## src/rtl/bin_dense_pkg.sv

```systemverilog
// Shared widths, signed limit helpers and the stage record for the binarized dense MAC.
package bin_dense_pkg;

    localparam int DEF_A_WIDTH   = 20;
    localparam int DEF_B_WIDTH   = 16;
    localparam int DEF_ACC_WIDTH = 48;
    localparam int DEF_P_WIDTH   = DEF_A_WIDTH + DEF_B_WIDTH;

    typedef struct packed {
        logic                          valid;
        logic                          last;
        logic signed [DEF_P_WIDTH-1:0] data;
    } stage_t;

    // Limits are returned at 64 bits; callers size-cast down to their own width.
    function automatic logic signed [63:0] smax(input int unsigned w);
        return (64'sd1 <<< (w - 1)) - 64'sd1;
    endfunction

    function automatic logic signed [63:0] smin(input int unsigned w);
        return -(64'sd1 <<< (w - 1));
    endfunction

endpackage

```

## src/rtl/bin_dense_mac_mul.sv

```systemverilog
// Full-precision signed A x B multiplier carrying valid/last through NUM_STAGE registers.
// Latency NUM_STAGE cycles; every register holds while ce is low.
module bin_dense_mac_mul #(
    parameter int A_WIDTH   = 20,
    parameter int B_WIDTH   = 16,
    parameter int NUM_STAGE = 3
) (
    input  logic                       clk,
    input  logic                       rst_n,
    input  logic                       ce,
    input  logic                       in_valid,
    input  logic                       in_last,
    input  logic [A_WIDTH-1:0]         in_a,
    input  logic [B_WIDTH-1:0]         in_b,
    output logic                       out_valid,
    output logic                       out_last,
    output logic [A_WIDTH+B_WIDTH-1:0] out_prod
);

    localparam int P_WIDTH = A_WIDTH + B_WIDTH;

    typedef struct packed {
        logic               valid;
        logic               last;
        logic [P_WIDTH-1:0] data;
    } mul_stage_t;

    mul_stage_t                pipe [NUM_STAGE];
    logic signed [P_WIDTH-1:0] a_ext;
    logic signed [P_WIDTH-1:0] b_ext;
    logic        [P_WIDTH-1:0] prod;

    // Sign-extend both operands to the product width so the multiply is exact.
    assign a_ext = P_WIDTH'($signed(in_a));
    assign b_ext = P_WIDTH'($signed(in_b));
    assign prod  = a_ext * b_ext;

    always_ff @(posedge clk or negedge rst_n) begin
        if (!rst_n) begin
            for (int i = 0; i < NUM_STAGE; i++) begin
                pipe[i] <= '0;
            end
        end else if (ce) begin
            pipe[0] <= '{valid: in_valid, last: in_valid & in_last, data: prod};
            for (int i = 1; i < NUM_STAGE; i++) begin
                pipe[i] <= pipe[i-1];
            end
        end
    end

    assign out_valid = pipe[NUM_STAGE-1].valid;
    assign out_last  = pipe[NUM_STAGE-1].last;
    assign out_prod  = pipe[NUM_STAGE-1].data;

endmodule

```

## src/rtl/bin_dense_mac.sv

```systemverilog
// Pipelined signed dot-product MAC; BIN_DENSE_MAC_SAT_EN selects saturating accumulation.
// Result NUM_STAGE+1 cycles after the last beat; a held result stalls the whole pipe.
module bin_dense_mac
    import bin_dense_pkg::*;
#(
    parameter int A_WIDTH   = DEF_A_WIDTH,
    parameter int B_WIDTH   = DEF_B_WIDTH,
    parameter int ACC_WIDTH = DEF_ACC_WIDTH,
    parameter int NUM_STAGE = 3
) (
    input  logic                 ap_clk,
    input  logic                 ap_rst_n,
    input  logic                 in_valid,
    output logic                 in_ready,
    input  logic [A_WIDTH-1:0]   in_a,
    input  logic [B_WIDTH-1:0]   in_b,
    input  logic                 in_last,
    output logic                 out_valid,
    input  logic                 out_ready,
    output logic [ACC_WIDTH-1:0] out_data,
    output logic                 out_sat
);

    localparam int P_WIDTH = A_WIDTH + B_WIDTH;
    localparam int MSB     = ACC_WIDTH - 1;

    logic                 ce;
    logic                 m_valid;
    logic                 m_last;
    logic [P_WIDTH-1:0]   m_prod;
    logic                 acc_vld;
    logic                 acc_last;
    logic [P_WIDTH-1:0]   acc_prod;
    logic [ACC_WIDTH-1:0] acc;
    logic [ACC_WIDTH-1:0] prod_ext;
    logic [ACC_WIDTH-1:0] acc_sum;
    logic [ACC_WIDTH-1:0] acc_next;

    assign ce       = !(out_valid && !out_ready);
    assign in_ready = ce;

    bin_dense_mac_mul #(
        .A_WIDTH  (A_WIDTH),
        .B_WIDTH  (B_WIDTH),
        .NUM_STAGE(NUM_STAGE)
    ) u_mul (
        .clk      (ap_clk),
        .rst_n    (ap_rst_n),
        .ce       (ce),
        .in_valid (in_valid),
        .in_last  (in_last),
        .in_a     (in_a),
        .in_b     (in_b),
        .out_valid(m_valid),
        .out_last (m_last),
        .out_prod (m_prod)
    );

    assign prod_ext = ACC_WIDTH'($signed(acc_prod));
    assign acc_sum  = acc + prod_ext;

`ifdef BIN_DENSE_MAC_SAT_EN
    localparam logic [ACC_WIDTH-1:0] ACC_MAX = ACC_WIDTH'(smax(ACC_WIDTH));
    localparam logic [ACC_WIDTH-1:0] ACC_MIN = ACC_WIDTH'(smin(ACC_WIDTH));

    logic ovf;
    logic sat_flag;
    logic sat_q;

    // Same-sign operands producing an opposite-sign sum is the only overflow case.
    assign ovf      = (acc[MSB] == prod_ext[MSB]) && (acc_sum[MSB] != acc[MSB]);
    assign acc_next = !ovf ? acc_sum : (acc[MSB] ? ACC_MIN : ACC_MAX);
    assign out_sat  = sat_q;

    always_ff @(posedge ap_clk or negedge ap_rst_n) begin
        if (!ap_rst_n) begin
            sat_flag <= 1'b0;
            sat_q    <= 1'b0;
        end else if (ce && acc_vld) begin
            if (acc_last) begin
                sat_flag <= 1'b0;
                sat_q    <= sat_flag | ovf;
            end else begin
                sat_flag <= sat_flag | ovf;
            end
        end
    end
`else
    assign acc_next = acc_sum;
    assign out_sat  = 1'b0;
`endif

    always_ff @(posedge ap_clk or negedge ap_rst_n) begin
        if (!ap_rst_n) begin
            acc_vld   <= 1'b0;
            acc_last  <= 1'b0;
            acc_prod  <= '0;
            acc       <= '0;
            out_valid <= 1'b0;
            out_data  <= '0;
        end else if (ce) begin
            acc_vld   <= m_valid;
            acc_last  <= m_last;
            acc_prod  <= m_prod;
            out_valid <= acc_vld && acc_last;
            if (acc_vld) begin
                if (acc_last) begin
                    acc      <= '0;
                    out_data <= acc_next;
                end else begin
                    acc <= acc_next;
                end
            end
        end
    end

endmodule

```

## config.mk

```make
export PLATFORM = sky130hd
export DESIGN_NAME = bin_dense_mac
export DESIGN_NICKNAME = d
export VERILOG_FILES = /design/src/rtl/bin_dense_pkg.sv /design/src/rtl/bin_dense_mac_mul.sv /design/src/rtl/bin_dense_mac.sv
export SDC_FILE = /design/constraint.sdc
export NUM_CORES = 1
export LEC_CHECK = 0
export ABC_AREA = 1
export CAP_MARGIN = 20
export CORE_MARGIN = 3
export CORE_UTILIZATION = 55
export DETAILED_ROUTE_END_ITERATION = 12
export PLACE_DENSITY = 0.73
export SLEW_MARGIN = 20
export SYNTH_ARGS = -nofsm -noshare
export SYNTH_HDL_FRONTEND = slang
export SYNTH_SLANG_ARGS = --single-unit
```

## constraint.sdc

```tcl
create_clock -name ap_clk -period 4 [get_ports ap_clk]
set_input_delay 0.8 -clock ap_clk [delete_from_list [all_inputs] [get_ports ap_clk]]
set_output_delay 0.8 -clock ap_clk [all_outputs]
set_load 0.005 [all_outputs]
```

==> run_results.csv <==
group,metric,value,unit
critical_path,crit_buf_inv,9,
clocking,cts_hold_buf,0,
drt,initialDrtViolationCount,1870,
timing,tns,-36.20,ns
grt,grt_util_all_layers,0.3098,
placed_design,gp_congestion,1.010,
drt,routed_wl,79.06,mm
synth,synth_most_common_cell,"nand2_1",
synth,synth_cells,3627,
status,failed_checks,"setup timing",
floorplan,pin_count,92,
synth,synth_edf_count,0,
critical_path,reg2reg_slack,1.20,ns
synth,syn_avg_cell_area,7.267,sq um
grt,antenna_found_initial,0,
drt,postRouteAntennaNets,0,
grt,first_global_vias,24460,
synth,synth_top_area_share,0.2423,
floorplan,core-area,0.04695,sq mm
critical_path,cp-start-kind,"input pin",
floorplan,fp.dieW,224.9,um
synth,synth_warnings,0,
synth,synth_ff_type,"dfrtp_1",
synth,yosysTopAreaCell,"fa_1",
floorplan,fp.dieH,224.9,um
clocking,htreeDepth,1,
finish,finish.net_count,4422,
floorplan,start_util,0.5614,
clocking,clock-sinks,249,
finish,fillers,3518,
timing,fin_crit,5.511,ns
critical_path,cpMaxStageDelayCell,"fa_2",
drt,avgRoutedWirePerCell,17.38,um
timing,skew,0.01078,ns
drt,drcViolationCount,0,
drt,drtPass1Iterations,6,
grt,grt_pass1_wl,124.5,mm
clocking,cts_root_buf,"clkbuf_16",
synth,synthArstFlopShare,1.000,
critical_path,path_class,"in -> reg",
synth,ys_top_cells_by_count,"1,337 x nand2_1, 824 x inv_1, 319 x fa_1",
placed_design,pre_cts_ws,-2.429,ns
synth,synth_fp_nets,4124,
timing,maxSlewHeadroom,0.3626,
timing,rsz0062_at_grt,"yes",
run,maxCapViolations,0,
grt,grt_overflow,0,
critical_path,worstSetupStartpoint,"in_b[15]",
synth,synth_cell_types,38,
critical_path,crit_path_max_incr_delay,0.54,ns
timing,setup_ws,-1.511,ns
clocking,cts_made_buffers,24,
clocking,clkSlewWorstSetupHoldPaths,0.07,ns
floorplan,fp-row-count,79,
clocking,cts_buffer_depth,3,
critical_path,reg2reg_from,"acc_prod[0]",
timing,finalCritPeriodShare,1.378,
timing,max_freq,181.5,MHz
timing,maxSlewViolCount,0,
critical_path,crit_path_max_fanout,4,
critical_path,crit_top_cell,"fa_2",
critical_path,cp-end-kind,"flip-flop",
finish,regArea,0.006231,sq mm
synth,synth_area,0.02636,sq mm
clocking,clk_latency,0.53,ns
placed_design,hpwlAfterDp,53.03,mm
critical_path,required,4.41,ns
finish,multi_input_area,0.01835,sq mm
finish,drive_gt1_frac,0.2275,
synth,seq_area_frac_synth,0.2364,
status,status,"finished with violations",
floorplan,dieArea,0.05058,sq mm
critical_path,arrival,5.92,ns
timing,final-setup-viol-count,30,
drt,vias,23670,
timing,finalHoldViolations,0,
grt,grt_max_degree,159,
timing,tightest_slew,0.9561,ns
clocking,cts_tree,"built",
placed_design,port_buffers,90,
critical_path,cp_top_family,"adder cells",
synth,ys_seq_elements,249,
synth,synth.top_cells.by_area,"fa_1 24%, dfrtp_1 24%, nand2_1 19%",
hold_path,hold_class,"in -> async",
drt,viasPerCell,5.203,
finish,area_growth,28.30,%
finish,antenna_cells,0,
## cell families (layout without fill, tap and decap cells)
group | after synthesis | after routing | share of synthesized area
xor gates and xnor gates | 29 | 29 | 0.009637
adders and majority gates | 456 | 456 | 0.3073
and+or+nand+nor | 1737 | 1737 | 0.2705
buffers and inverters | 962 | 1278 | 0.1379
other | 1 | 1 | 0.0001423
DFF | 249 | 249 | 0.2364
AOI/OAI and AO/OA | 193 | 193 | 0.03807
## final timing paths
kind / to / cells past startpoint
max in group asynchronous: u_mul.pipe[105] / 2
hold reg to reg: acc_prod[18] / 2
hold / removal: acc[7] / 1
setup reg to reg: out_data[32] / 12
min in group ap_clk: acc_prod[18] / 2
setup / recovery: u_mul.pipe[97] / 27
## area by class of cell
cell class / instances / share of cell area
flip-flops and latches: 249 / 0.1843
clock inverters: 12 / 0.004625
multi-input cells: 2416 / 0.5425
repair buffers: 393 / 0.1318
clock buffers: 32 / 0.02046
well taps: 607 / 0.02246
inverters: 841 / 0.09384
## through the flow
| step | cells | hold slack [ns] | instance area, sq um | utilization |
|---|---|---|---|---|
| after floorplan | 3627 | 0.4422 | 27350 | - |
| after global placement | 4392 | 0.4489 | 29940 | 0.6378 |
| after detailed placement | 4392 | 0.4506 | 29940 | 0.6378 |
| after CTS | 4527 | 0.3718 | 32990 | 0.7025 |
| after global routing | 4550 | 0.3996 | 33810 | 0.7202 |
| final | 4550 | 0.3350 | 33810 | 0.7202 |
## flip-flops by register name (all words and copies together) (netlist names)
name / flops
acc: 48
out_valid: 1
out_data: 48
acc_vld: 1
u_mul.out_valid: 1
u_mul.pipe: 76
acc_prod: 36
acc_last: 1
u_mul.out_prod: 36
u_mul.out_last: 1
## routing by layer
layer	vias up	GRT usage	share of wire
li1	11220	-	-
met1	11160	0.3655	0.38
met2	914	0.5453	0.48
met3	383	0.04442	0.059
met4	0	0.1747	0.078
met5	-	0	0
## placed cells by master (no fill, tap or decap), types with 15 or more instances in the layout
cell             netlist  final
nand2_4                0     44
o21ai_0              114     88
buf_4                  1    170
a21oi_2                0     19
xnor2_1               19     15
nor2_2                26     41
nor2_4                 5     28
clkbuf_16              0     25
dfrtp_1              249    249
nor2_1               120     82
nand2_2               18    103
inv_2                 16    114
a21oi_1               61     32
inv_1                824    720
nand4_1               22     22
ha_1                 137     99
ha_4                   0     33
fa_2                   0     41
nand3b_1              20     20
nand3_1              153    132
clkdlybuf4s50_1        0     54
o21ai_1                3     20
nand2_1             1337   1203
nand3_2                7     25
buf_16                 0     20
buf_12                 0     44
buf_6                  0     76
fa_1                 319    278
## what timing repair did
action,in CTS,in global routing
buffers inserted,69,26
cloned,22,0
pin swaps,199,145
endpoints found under the setup margin,31,30
resized for setup,504,234
Power is not shown: default switching activity piles up to over one toggle a cycle in this logic, so the estimate is an artifact.
